==> src/rtl/pcread_arbiter_if.sv <==
// pcread_arbiter_if: bundles the three byte streams around the PC-read arbiter.
//   command decoder side : cmd_req / cmd_read / cmd_data in, cmd_hold / cmd_err out
//   hit FIFO side        : hit_count / hit_data in, hit_rd out
//   PC-read FIFO side    : out_full in, out_wr / out_data out
// slave  = the arbiter's view, master = the environment driving it.
interface pcread_arbiter_if #(
  parameter int COUNT_W = 10
);
  logic               cmd_req;
  logic               cmd_read;
  logic [7:0]         cmd_data;
  logic               cmd_hold;
  logic               cmd_err;

  logic [COUNT_W-1:0] hit_count;
  logic [7:0]         hit_data;
  logic               hit_rd;

  logic               out_full;
  logic               out_wr;
  logic [7:0]         out_data;

  modport slave (
    input  cmd_req, cmd_read, cmd_data,
    input  hit_count, hit_data,
    input  out_full,
    output cmd_hold, cmd_err,
    output hit_rd,
    output out_wr, out_data
  );

  modport master (
    output cmd_req, cmd_read, cmd_data,
    output hit_count, hit_data,
    output out_full,
    input  cmd_hold, cmd_err,
    input  hit_rd,
    input  out_wr, out_data
  );
endinterface

==> src/rtl/pcread_arbiter.sv <==
// pcread_arbiter: multiplexes command readback bytes and framed hit packets
// into the single PC-read FIFO, switching only at packet/command boundaries.
// Optional feature macro: PCREAD_ARB_TIMESTAMP_EN -- inserts a 16-bit
// timestamp (high byte first) between the hit header and the payload.
//
// state    | code | meaning
// ---------+------+---------------------------------------------------
// IDLE     | 0    | choose next source; command wins over hit data
// CMD      | 1    | forward decoder strobes until cmd_req drops
// HIT_HDR  | 2    | write the packet header byte
// HIT_TS   | 3    | write timestamp hi then lo (timestamp build only)
// HIT_PAY  | 4    | pop/forward PKT_BYTES payload bytes
module pcread_arbiter #(
  parameter int         PKT_BYTES = 8,
  parameter logic [7:0] HIT_HDR   = 8'hA5,
  parameter int         COUNT_W   = 10
) (
  input  logic               clk,
  input  logic               res,
  pcread_arbiter_if.slave    bus,
  output logic [15:0]        hit_pkt_cnt,
  output logic [2:0]         state_dbg
);

  typedef enum logic [2:0] {
    S_IDLE    = 3'd0,
    S_CMD     = 3'd1,
    S_HIT_HDR = 3'd2,
    S_HIT_TS  = 3'd3,
    S_HIT_PAY = 3'd4
  } state_t;

  localparam logic [7:0]         LAST_IDX  = 8'(PKT_BYTES - 1);
  localparam logic [COUNT_W-1:0] START_LVL = COUNT_W'(PKT_BYTES);

  state_t     state;
  logic [7:0] byte_cnt;
  logic       cmd_err_q;
  logic       hit_ready;
  logic       full;

  logic       out_wr_c;
  logic       hit_rd_c;
  logic [7:0] out_data_c;
  logic       cmd_hold_c;

`ifdef PCREAD_ARB_TIMESTAMP_EN
  logic [15:0] ts_cnt;
  logic [15:0] ts_lat;
  logic        ts_lo;
`endif

  assign full = bus.out_full;
  // A packet only starts with a full payload already buffered, so the
  // payload phase can never run the hit FIFO dry.
  assign hit_ready = (bus.hit_count >= START_LVL);

`ifdef PCREAD_ARB_TIMESTAMP_EN
  // Free-running timestamp base, sampled when a header goes out.
  always_ff @(posedge clk or posedge res) begin
    if (res) ts_cnt <= 16'd0;
    else     ts_cnt <= ts_cnt + 16'd1;
  end
`endif

  // Output decode: byte source, write/pop strobes and decoder throttle.
  always_comb begin
    out_wr_c   = 1'b0;
    hit_rd_c   = 1'b0;
    out_data_c = 8'h00;
    cmd_hold_c = 1'b1;
    case (state)
      S_CMD: begin
        cmd_hold_c = full;
        out_wr_c   = bus.cmd_read & ~full;
        out_data_c = bus.cmd_data;
      end
      S_HIT_HDR: begin
        out_wr_c   = ~full;
        out_data_c = HIT_HDR;
      end
`ifdef PCREAD_ARB_TIMESTAMP_EN
      S_HIT_TS: begin
        out_wr_c   = ~full;
        out_data_c = ts_lo ? ts_lat[7:0] : ts_lat[15:8];
      end
`endif
      S_HIT_PAY: begin
        out_wr_c   = ~full;
        hit_rd_c   = ~full;
        out_data_c = bus.hit_data;
      end
      default: begin
        out_wr_c   = 1'b0;
      end
    endcase
  end

  assign bus.out_wr   = out_wr_c;
  assign bus.hit_rd   = hit_rd_c;
  assign bus.out_data = out_data_c;
  assign bus.cmd_hold = cmd_hold_c;
  assign bus.cmd_err  = cmd_err_q;
  assign state_dbg    = state;

  // Sequencer: arbitration at boundaries, packet byte counting, error flag.
  always_ff @(posedge clk or posedge res) begin
    if (res) begin
      state       <= S_IDLE;
      byte_cnt    <= 8'd0;
      hit_pkt_cnt <= 16'd0;
      cmd_err_q   <= 1'b0;
`ifdef PCREAD_ARB_TIMESTAMP_EN
      ts_lat      <= 16'd0;
      ts_lo       <= 1'b0;
`endif
    end else begin
      // A strobe while throttled is a decoder protocol error; the byte is dropped.
      if (bus.cmd_read & cmd_hold_c) cmd_err_q <= 1'b1;

      case (state)
        S_IDLE: begin
          if (bus.cmd_req)            state <= S_CMD;
          else if (hit_ready && !full) state <= S_HIT_HDR;
        end
        S_CMD: begin
          if (!bus.cmd_req) state <= S_IDLE;
        end
        S_HIT_HDR: begin
          if (!full) begin
            byte_cnt <= LAST_IDX;
`ifdef PCREAD_ARB_TIMESTAMP_EN
            ts_lat   <= ts_cnt;
            ts_lo    <= 1'b0;
            state    <= S_HIT_TS;
`else
            state    <= S_HIT_PAY;
`endif
          end
        end
`ifdef PCREAD_ARB_TIMESTAMP_EN
        S_HIT_TS: begin
          if (!full) begin
            ts_lo <= 1'b1;
            if (ts_lo) state <= S_HIT_PAY;
          end
        end
`endif
        S_HIT_PAY: begin
          if (!full) begin
            if (byte_cnt == 8'd0) begin
              state       <= S_IDLE;
              hit_pkt_cnt <= hit_pkt_cnt + 16'd1;
            end else begin
              byte_cnt <= byte_cnt - 8'd1;
            end
          end
        end
        default: state <= S_IDLE;
      endcase
    end
  end

endmodule

==> src/flat_wrapper.sv <==
// flat-port wrapper written by rule: the top's interface ports become plain ports
module pcread_arbiter_flat 
#(
  parameter int         PKT_BYTES = 8,
  parameter logic [7:0] HIT_HDR   = 8'hA5,
  parameter int         COUNT_W   = 10
)
  (clk, res, hit_pkt_cnt, state_dbg, bus_cmd_req, bus_cmd_read, bus_cmd_data, bus_hit_count, bus_hit_data, bus_out_full, bus_cmd_hold, bus_cmd_err, bus_hit_rd, bus_out_wr, bus_out_data);
  pcread_arbiter_if #(.COUNT_W(COUNT_W)) bus_i ();
  input  logic clk;
  input  logic res;
  output logic [15:0] hit_pkt_cnt;
  output logic [2:0] state_dbg;
  input wire logic [$bits(bus_i.cmd_req)-1:0] bus_cmd_req;
  input wire logic [$bits(bus_i.cmd_read)-1:0] bus_cmd_read;
  input wire logic [$bits(bus_i.cmd_data)-1:0] bus_cmd_data;
  input wire logic [$bits(bus_i.hit_count)-1:0] bus_hit_count;
  input wire logic [$bits(bus_i.hit_data)-1:0] bus_hit_data;
  input wire logic [$bits(bus_i.out_full)-1:0] bus_out_full;
  output wire logic [$bits(bus_i.cmd_hold)-1:0] bus_cmd_hold;
  output wire logic [$bits(bus_i.cmd_err)-1:0] bus_cmd_err;
  output wire logic [$bits(bus_i.hit_rd)-1:0] bus_hit_rd;
  output wire logic [$bits(bus_i.out_wr)-1:0] bus_out_wr;
  output wire logic [$bits(bus_i.out_data)-1:0] bus_out_data;
  assign bus_i.cmd_req = bus_cmd_req;
  assign bus_i.cmd_read = bus_cmd_read;
  assign bus_i.cmd_data = bus_cmd_data;
  assign bus_i.hit_count = bus_hit_count;
  assign bus_i.hit_data = bus_hit_data;
  assign bus_i.out_full = bus_out_full;
  assign bus_cmd_hold = bus_i.cmd_hold;
  assign bus_cmd_err = bus_i.cmd_err;
  assign bus_hit_rd = bus_i.hit_rd;
  assign bus_out_wr = bus_i.out_wr;
  assign bus_out_data = bus_i.out_data;
  pcread_arbiter #(.PKT_BYTES(PKT_BYTES), .HIT_HDR(HIT_HDR), .COUNT_W(COUNT_W)) u_core (.clk(clk), .res(res), .bus(bus_i), .hit_pkt_cnt(hit_pkt_cnt), .state_dbg(state_dbg));
endmodule
==> config.mk <==
export PLATFORM = sky130hd
export DESIGN_NAME = pcread_arbiter_flat
export DESIGN_NICKNAME = d
export VERILOG_FILES = /design/src/rtl/pcread_arbiter_if.sv /design/src/rtl/pcread_arbiter.sv /design/src/flat_wrapper.sv
export SDC_FILE = /design/constraint.sdc
export NUM_CORES = 1
export LEC_CHECK = 0
export CORE_UTILIZATION = 43
export CTS_CLUSTER_DIAMETER = 150
export CTS_CLUSTER_SIZE = 10
export DETAILED_ROUTE_END_ITERATION = 6
export HOLD_SLACK_MARGIN = 0.1
export PLACE_DENSITY = 0.84
export SYNTH_ARGS = -nofsm -noshare
export SYNTH_HDL_FRONTEND = slang
export SYNTH_SLANG_ARGS = --single-unit
==> constraint.sdc <==
create_clock -name clk -period 2.5 [get_ports clk]
set_input_delay 0.625 -clock clk [delete_from_list [all_inputs] [get_ports clk]]
set_output_delay 0.625 -clock clk [all_outputs]
set_load 0.02 [all_outputs]
==> flow_metrics.py <==
metrics = {
    "global_routing": {
        "grt_pass1_vias": 1457,
        "antenna_found_initial": 0,
        "grt_pass1_wl_um": 6420,
        "met1_usage_pct": 26.1,
        "grtUsageMet2_pct": 36.0,
        "grt_remaining_overflow": 0,
        "gr-usage-all-layers_pct": 20.2,
        "grt_max_degree": 29,
        "met3_usage_pct": 2.76,
        "top_usage_layer": "met2",
    },
    "setup_path": {
        "r2r-start": "u_core.byte_cnt[0]",
        "cp_max_fo": 2,
        "worst_path_largest_cell_delay_ns": 0.50,
        "crit_family": "buffers and inverters",
        "critPathBufInv": 3,
        "critPathLaunchType": "input pin",
        "r2r_cells": 6,
        "cp_cell_sequence": "clkdlybuf4s50_1 > or4b_1 > inv_1 > buf_2",
        "arrival_ns": 1.80,
        "cp_slowest_cell": "or4b_1",
        "rr_endpoint": "u_core.byte_cnt[2]",
        "cp-end-kind": "output port",
        "rrSetupSlack_ns": 0.44,
        "worstPathRequired_ns": 1.88,
        "criticalPathCategory": "input pin to output port",
    },
    "timing": {
        "maxSlewViolCount": 0,
        "setup_viol": 0,
        "hold_viol": 0,
        "layout_min_cycle_time_ns": 2.43,
        "rsz0062_at_grt": "false",
        "timing.fmax_ghz": 0.412,
        "fin_worst_skew_ns": 0.00735,
        "post-route-period-util_pct": 97.1,
        "max_slew_margin_pct": 75.7,
        "worstMarginPinSlew_ns": 0.361,
    },
    "power_and_ir_drop": {
        "powerDensity_mw_per_mm2": 536,
        "ir_worst_vdd_mv": 0.221,
        "p_leak_nw": 1.03,
    },
    "finish": {
        "nNetsFinal": 269,
        "register_area_um2": 702,
        "final_util_pct": 68.6,
        "finalInstanceArea_mm2": 0.00234,
        "syn2layout_area_growth_pct": 49.9,
        "multi_input_area_um2": 825,
        "fillers": 265,
        "n_antenna_cell": 0,
        "drive_gt1_share_pct": 13.7,
    },
    "detailed_routing": {
        "viasPerCell": 5.28,
        "wl_um": 3540,
        "wire_per_inst_um": 12.7,
        "num_vias": 1477,
        "drcViolationCount": 0,
        "drtAntennaViolNets": 0,
        "drtPass1Iterations": 4,
        "drt_iter0_markers": 80,
    },
    "logic_synthesis": {
        "syn_nets": 194,
        "async_flop_share_pct": 100,
        "yosysSeqAreaShare_pct": 44.8,
        "synth_seq_cells": 28,
        "ys_types": 44,
        "yosysWarnings": 0,
        "synth_ff_type": "dfrtp_1",
        "avgSynthCellArea_um2": 9.77,
        "synth_cells": 160,
        "synth-edff-count": 0,
        "synth_area_mm2": 0.00156,
    },
    "floorplanning": {
        "core-area_mm2": 0.00342,
        "initial_core_util_pct": 45.8,
        "pin_count": 62,
        "fp.dieW_um": 62.3,
        "dieArea_mm2": 0.00388,
        "fp-row-count": 21,
        "die_h_um": 62.3,
    },
    "run_status": {
        "status": "complete, no violations",
    },
    "worst_hold_path": {
        "worstHoldPathType": "flop to flop",
        "hold_path_end": "u_core.bus.cmd_err",
        "min_from": "u_core.bus.cmd_err",
        "holdPathStages": 1,
    },
    "clock_network": {
        "cts_buffer_depth": 2,
        "cts.repair.resized": 17,
        "holdBufCountCts": 0,
        "htreeDepth": 1,
        "clk_latency_ns": 0.32,
        "cts_buffers": 3,
        "cts_root_buf": "clkbuf_4",
        "cts_tree": "built",
        "cts_num_sinks": 28,
        "cts_setup_buffers": 0,
        "clk_pin_slew_ns": 0.14,
    },
    "placed_design": {
        "dp.final_hpwl_um": 2670,
        "gp_congestion": 0.741,
        "place_area_mm2": 0.00230,
        "io_buffer_count": 58,
    },
    "run": {
        "maxCapViolCount": 0,
    },
}
==> worst register-to-register path: cells and delay by family, from the launching register on <==
family | cells | cell delay, ns
buf+inv | 1 | 0.09
simple gates | 2 | 0.83
fa+ha+maj | 1 | 0.15
compound gates | 2 | 0.47
flops | 1 | 0.44
==> report_power, final <==
group | total, mW | leakage [nW] | switching (mW) | internal (mW)
clock | 0.291 | 0.0279 | 0.129 | 0.162
combinational | 0.401 | 0.639 | 0.210 | 0.191
sequential | 0.563 | 0.367 | 0.0636 | 0.499
total | 1.25 | 1.03 | 0.402 | 0.852
==> cell usage after synthesis, types with 2 or more instances <==
cell       n  area share [%]
or3b_2     2             1.1
nor2_1     6             1.4
xnor2_1   13             7.3
xor2_1     2             1.1
nor3b_1    2            0.96
a31oi_1    3             1.2
a21oi_1   12             3.8
nand2_1   13             3.1
dfrtp_1   28              45
nand4_1    4             1.6
clkbuf_1   2            0.48
nand2b_1   3             1.2
or3_1      2            0.80
nand3_1    7             2.2
nor2b_1    5             2.0
ha_1       3             2.4
and3_1     4             1.6
nor3_1     8             2.6
inv_1      6             1.4
and4_1     3             1.7
a22oi_1    4             1.9
o21ai_0    6             1.9
==> metal layers <==
layer  vias up  wire length [µm]
met5         -                 0
li1        732                 -
met1       691              1570
met4         0                 9
met3         2               177
met2        52              1790
==> worst max-delay path by stage <==
stage	start	endpoint	slack, ns	cells after the start
after global routing	bus_out_full	bus_hit_rd	0.02	4
after global placement	bus_out_full	bus_hit_rd	-0.33	4
final	bus_out_full	bus_hit_rd	0.07	4
after floorplan	u_core.state_dbg[1]	bus_out_data[0]	0.25	4
after CTS	bus_out_full	bus_hit_rd	0.06	4
after detailed placement	bus_out_full	bus_hit_rd	-0.38	4
==> cell usage in the layout (no fill, tap or decap), drive strengths merged, types with 2 or more instances in the layout <==
cell	synthesis	final
clkdlybuf4s50	0	47
dfrtp	28	28
buf	2	17
nand2	13	13
xnor2	13	13
a21oi	12	12
dlygate4sd2	0	10
nor3	9	9
nand3	7	7
inv	6	6
nor2	6	6
o21ai	6	6
nor2b	5	5
and3	4	4
nand4	4	4
a22oi	4	4
a31oi	3	3
and4	3	3
nand2b	3	3
ha	3	3
clkbuf	2	3
nor4	3	3
or3	2	2
or3b	2	2
nor3b	2	2
xor2	2	2
or4b	2	2
o21a	2	2
==> layout make-up <==
class                      instances  area share, %
tap                               46           2.46
clock buffer                       3          0.962
timing repair buffer              74           29.2
sequential                        28           30.0
inverter                           6          0.962
clock inverter                     1           1.28
multi-input combinational        122           35.2
==> per-stage QoR <==
stage	hold WS (ns)	std cells	setup slack (ns)	power (mW)	setup TNS [ns]
after floorplan	0.478	160	0.252	0.794	0
after global placement	0.449	276	-0.334	0.982	-0.562
after detailed placement	0.447	276	-0.375	0.989	-0.686
after CTS	0.477	280	0.0600	1.26	0
after global routing	0.495	280	0.0177	1.34	0
final	0.474	280	0.0731	1.25	0
==> cell families (layout without fill, tap and decap cells) <==
family | Yosys count | after routing | share of synthesized area [%]
AO/OA/AOI/OAI | 35 | 35 | 14.4
XOR/XNOR | 15 | 15 | 8.41
adder cells (fa/ha/maj) | 3 | 3 | 2.40
buffers and inverters | 10 | 84 | 2.72
flip-flops | 28 | 28 | 44.8
multiplexers | 1 | 1 | 0.721
AND/OR/NAND/NOR | 68 | 68 | 26.5
==> registers in the layout, indices dropped and copies added, names as in the netlist <==
signal	cells
u_core.bus.cmd_err	1
u_core.state_dbg	3
u_core.hit_pkt_cnt	16
u_core.byte_cnt	8
(Power assumes the default switching activity.)
